$ cat config.mk
export PLATFORM = sky130hd
export DESIGN_NAME = spike_rate_encoder
export DESIGN_NICKNAME = d
export VERILOG_FILES = /design/src/rtl/spike_rate_encoder.sv
export SDC_FILE = /design/constraint.sdc
export NUM_CORES = 1
export LEC_CHECK = 0
export BUFFER_PORTS_ARGS = -buffer_cell sky130_fd_sc_hd__buf_2
export CAP_MARGIN = 25
export CORE_ASPECT_RATIO = 1.1
export CORE_MARGIN = 3
export CORE_UTILIZATION = 53
export DETAILED_ROUTE_END_ITERATION = 10
export GPL_ROUTABILITY_DRIVEN = 1
export GPL_TIMING_DRIVEN = 1
export PLACE_DENSITY = 0.79
export SKIP_CTS_REPAIR_TIMING = 1
export SLEW_MARGIN = 15
export SYNTH_ARGS = -nofsm -noshare
export SYNTH_HDL_FRONTEND = slang
export SYNTH_SLANG_ARGS = --single-unit
$ cat constraint.sdc
create_clock -name clk -period 2.5 [get_ports clk]
set_clock_uncertainty 0.2 [all_clocks]
set_input_delay 0.375 -clock clk [delete_from_list [all_inputs] [get_ports clk]]
set_output_delay 0.375 -clock clk [all_outputs]
set_load 0.05 [all_outputs]
$ cat src/rtl/spike_rate_encoder.sv
// Rate encoder: turns one unsigned intensity per window into WINDOW spike bits
// using the carry-out of a phase accumulator, so the spike count is exact.
module spike_rate_encoder #(
    parameter int W      = 8,
    parameter int WINDOW = 256
) (
    input  logic         clk,
    input  logic         rst_n,
    input  logic         in_valid,
    output logic         in_ready,
    input  logic [W-1:0] in_value,
    input  logic         step_en,
    input  logic         clear,
    output logic         spike,
    output logic         spike_valid,
    output logic         busy,
    output logic         done
);

    localparam int CW = $clog2(WINDOW + 1);

    typedef enum logic {
        S_IDLE = 1'b0,
        S_RUN  = 1'b1
    } state_t;

    state_t        r_state;
    state_t        w_state_next;
    logic [W-1:0]  r_value;
    logic [W-1:0]  w_value_next;
    logic [W-1:0]  r_acc;
    logic [W-1:0]  w_acc_next;
    logic [CW-1:0] r_step_cnt;
    logic [CW-1:0] w_step_cnt_next;
    logic          r_spike;
    logic          w_spike_next;
    logic          r_spike_valid;
    logic          w_spike_valid_next;
    logic          r_done;
    logic          w_done_next;

    logic [W:0]    w_sum;
    logic          w_last_step;

    // The carry out of the W-bit add is the spike; the wrap of acc is intended.
    assign w_sum       = {1'b0, r_acc} + {1'b0, r_value};
    assign w_last_step = (r_step_cnt == CW'(WINDOW - 1));

    always_ff @(posedge clk or negedge rst_n) begin
        if (!rst_n) begin
            r_state       <= S_IDLE;
            r_value       <= '0;
            r_acc         <= '0;
            r_step_cnt    <= '0;
            r_spike       <= 1'b0;
            r_spike_valid <= 1'b0;
            r_done        <= 1'b0;
        end else begin
            r_state       <= w_state_next;
            r_value       <= w_value_next;
            r_acc         <= w_acc_next;
            r_step_cnt    <= w_step_cnt_next;
            r_spike       <= w_spike_next;
            r_spike_valid <= w_spike_valid_next;
            r_done        <= w_done_next;
        end
    end

    always_comb begin
        w_state_next       = r_state;
        w_value_next       = r_value;
        w_acc_next         = r_acc;
        w_step_cnt_next    = r_step_cnt;
        w_spike_next       = 1'b0;
        w_spike_valid_next = 1'b0;
        w_done_next        = 1'b0;

        if (clear) begin
            // Abort wins over both the handshake and any pending strobe.
            w_state_next    = S_IDLE;
            w_acc_next      = '0;
            w_step_cnt_next = '0;
        end else begin
            case (r_state)
                S_IDLE: begin
                    if (in_valid) begin
                        w_value_next    = in_value;
                        w_acc_next      = '0;
                        w_step_cnt_next = '0;
                        w_state_next    = S_RUN;
                    end
                end
                S_RUN: begin
                    if (step_en) begin
                        w_acc_next         = w_sum[W-1:0];
                        w_spike_next       = w_sum[W];
                        w_spike_valid_next = 1'b1;
                        w_step_cnt_next    = r_step_cnt + CW'(1);
                        // Returning to IDLE on the last strobe lets the next value
                        // be accepted in the same cycle that done is visible.
                        if (w_last_step) begin
                            w_done_next  = 1'b1;
                            w_state_next = S_IDLE;
                        end
                    end
                end
                default: begin
                    w_state_next = S_IDLE;
                end
            endcase
        end
    end

    assign in_ready    = (r_state == S_IDLE);
    assign busy        = (r_state == S_RUN);
    assign spike       = r_spike;
    assign spike_valid = r_spike_valid;
    assign done        = r_done;

endmodule

==> out/qor.tcl <==
set qor(run_status) {completed}
set qor(tightest_slew_ps) 627
set qor(timing_max_transition_violations_final) 0
set qor(vias_post_dr) 1165
set qor(synth.ff_latch_count) 29
set qor(netlist_top_cells_area) {sky130_fd_sc_hd__dfrtp_1, sky130_fd_sc_hd__ha_1, sky130_fd_sc_hd__o21ai_0, sky130_fd_sc_hd__mux2_2, sky130_fd_sc_hd__nand2_1}
set qor(end_kind) {flop}
set qor(number_of_distinct_library_cells_after_synthesis) 41
set qor(crit_required_ps) 2500
set qor(total_number_of_yosys_warnings) 0
set qor(layout-area-overhead-vs-synth_pct) 11.1
set qor(min_period_over_period_pct) 89.9
set qor(remaining_drc_errors) 0
set qor(dieArea_um2) 3660
set qor(worst_skew_pair.late_latency_ps) 320
set qor(initial_core_util_pct) 56.2
set qor(clock-root-buffer) {sky130_fd_sc_hd__clkbuf_4}
set qor(totalWireLength_um) 2890
set qor(globalRouteTotalUtil_pct) 18.2
set qor(critPathMaxStageDelay_ps) 420
set qor(synth_ff_type) {sky130_fd_sc_hd__dfrtp_1}
set qor(num_rows) 20
set qor(timing.critical_path.arrival_ps) 2240
set qor(yosys.area.top_type) {sky130_fd_sc_hd__dfrtp_1}
set qor(post_drt_via_cell_ratio) 5.71
set qor(ctsHtreeMaxLevel) 2
set qor(core_area_um2) 2800
set qor(synth_enable_flop_cells) 0
set qor(combinational_cell_fraction_of_total_power_pct) 23.5
set qor(ant_nets) 0
set qor(portBuffers) 17
set qor(route.detailed.wl_per_inst_um) 14.2
set qor(hold_violations) 0
set qor(max_freq_mhz) 445
set qor(hold_path.class) {input pin to flop}
set qor(timing.slew.headroom_pct) 58.2
set qor(switching_share_pct) 29.7
set qor(die_boundary_height_um) 63.2
set qor(criticalPathCategory) {flop to flop}
set qor(hold_slack_ps) 78.5
set qor(grt_start_max_net_pins) 30
set qor(clock-sinks) 29
set qor(fin_setup_tns_ps) 0
set qor(dp_hpwl_um) 2140
set qor(drt_first_pass_iters) 4
set qor(grt-ovfl-total) 0
set qor(synth.cell_area_um2) 1580
set qor(synth-async-reset-ratio_pct) 100
set qor(grt_first_pass_wirelength_um) 5040
set qor(cts_max_path_buffers) 2
set qor(synth_commonest_cells) {sky130_fd_sc_hd__dfrtp_1, sky130_fd_sc_hd__nand2_1, sky130_fd_sc_hd__o21ai_0}
set qor(fin_nets) 195
set qor(cts_inserted_buffers) 5
set qor(synth_seq_area_share_pct) 46.1
set qor(num_antenna_cells) 0
set qor(vias_in_the_first_global_route) 1137
set qor(finalSetupViolCount) 0
set qor(syn-num-nets) 172
set qor(power.net_switching_uw) 316
set qor(grt_antenna_before_repair) 0
set qor(grt_setup_unrepaired) {false}
set qor(crit_buf_inv) 0
set qor(synthDominantCellAreaShare_pct) 46.1
set qor(p_seq_share_pct) 50.0
set qor(post-route-cell-area_um2) 1750
set qor(gp_congestion) 0.839
set qor(crit_path_cell_trace) {ha_1 > fa_1 > a21o_1 > a21oi_1 > nor2b_1 > o31ai_1 > a21oi_1}
set qor(final_layout_size_suffix_gt1_share_pct) 24.6
set qor(p_per_area_nw_per_um2) 609
set qor(postSynthCellCount) 148
set qor(critical_path_launch_point_type) {flop}
set qor(leakage_nw) 0.827
set qor(min_period_ps) 2250
set qor(cts.clk_slew.worst_paths_ps) 80
set qor(critPathSlowestCell) {sky130_fd_sc_hd__fa_1}
set qor(critPathTopFamily) {compound AO/OA/AOI/OAI gates}
set qor(design.portCount) 18
set qor(dr.first_iter.drc_count) 42
set qor(crit_top_cell) {sky130_fd_sc_hd__a21oi_1}
set qor(internal_power_uw) 750
set qor(die_x_um) 58.0
set qor(place_area_um2) 1690
set qor(maxCapViolations) 0
set qor(cp_max_fo) 3
set qor(clkPwrFrac_pct) 26.5
set qor(layout.filler_cells) 248
set qor(cts_tree) {built}
set qor(max-vdd-ir-drop_mv) 0.413
set qor(synth_most_common_cell) {sky130_fd_sc_hd__dfrtp_1}
set qor(average_footprint_of_a_synthesized_cell_um2) 10.6
==> through the flow <==
stage / cells / util, % / power (mW) / setup WS [ps]
global route: 204 / 62.5 / 1.13 / 90.1
global placement: 196 / 60.1 / 0.775 / 388
finish: 204 / 62.5 / 1.07 / 252
detailed placement: 196 / 60.1 / 0.794 / 284
floorplan: 148 / - / 0.728 / 458
CTS: 203 / 62.1 / 1.08 / 263
==> cells by family after synthesis <==
| logic type | synth area share [%] |
|---|---|
| DFF | 46.1 |
| xor gates and xnor gates | 2.78 |
| muxes | 6.99 |
| buffers and inverters | 1.75 |
| adders and majority gates | 9.21 |
| AOI/OAI and AO/OA | 17.3 |
| and+or+nand+nor | 15.9 |
==> cell usage in the layout (no fill, tap or decap), types with 3 or more instances in the layout <==
cell type                  instances
sky130_fd_sc_hd__o31ai_1           3
sky130_fd_sc_hd__o21ai_0          18
sky130_fd_sc_hd__and3_1            3
sky130_fd_sc_hd__a21oi_1           6
sky130_fd_sc_hd__xnor2_1           3
sky130_fd_sc_hd__dfrtp_1          29
sky130_fd_sc_hd__ha_1             10
sky130_fd_sc_hd__clkbuf_4          5
sky130_fd_sc_hd__buf_2            17
sky130_fd_sc_hd__nor2_1            7
sky130_fd_sc_hd__nand2_1          18
sky130_fd_sc_hd__mux2_2            8
sky130_fd_sc_hd__nand2b_1          5
sky130_fd_sc_hd__nor2b_1           3
==> registers in the layout, summed over array words and instances, names as in the netlist <==
name and count:
r_step_cnt 9, r_acc 8, r_value 8, busy 1, done 1, spike 1
spike_valid 1
==> layer usage <==
| metal | GRT usage (%) | up-vias | part of all wire, % |
|---|---|---|---|
| li1 | - | 579 | - |
| met1 | 23.1 | 557 | 44 |
| met2 | 27.4 | 22 | 49 |
| met3 | 6.15 | 7 | 4.8 |
| met4 | 8.70 | 0 | 1.9 |
| met5 | 0 | - | 0 |
==> worst paths after layout <==
path,from,end,slack (ps),cells after the start
worst max-delay path,r_value[0]$_DFFE_PN0P_,spike$_DFF_PN0_,250,7
worst min-delay path,in_value[5],r_value[5]$_DFFE_PN0P_,80,2
worst max register to register,r_value[0]$_DFFE_PN0P_,spike$_DFF_PN0_,250,7
worst min register to register,r_step_cnt[8]$_DFFE_PN0P_,r_step_cnt[8]$_DFFE_PN0P_,290,2
max in group asynchronous,rst_n,spike_valid$_DFF_PN0_,1290,2
min in group asynchronous,rst_n,r_value[1]$_DFFE_PN0P_,400,2
==> power groups by stage <==
stage | clock [mW] | combinational (mW) | sequential (mW)
6_report | 0.282 | 0.251 | 0.533
5_1_grt | 0.315 | 0.280 | 0.539
4_1_cts | 0.292 | 0.252 | 0.534
3_5_place_dp | 0 | 0.251 | 0.543
3_3_place_gp | 0 | 0.235 | 0.540
2_1_floorplan | 0 | 0.185 | 0.543
==> layout make-up <==
type / count / area, um2 / share of cell area [%]
Timing Repair Buffer: 18 / 95.1 / 5.43
Inverter: 3 / 11.3 / 0.643
Clock buffer: 7 / 55.1 / 3.15
Multi-Input combinational cell: 114 / 822 / 47.0
Sequential cell: 29 / 726 / 41.5
Tap cell: 33 / 41.3 / 2.36
Note: power is estimated with default switching activity, not from simulation.
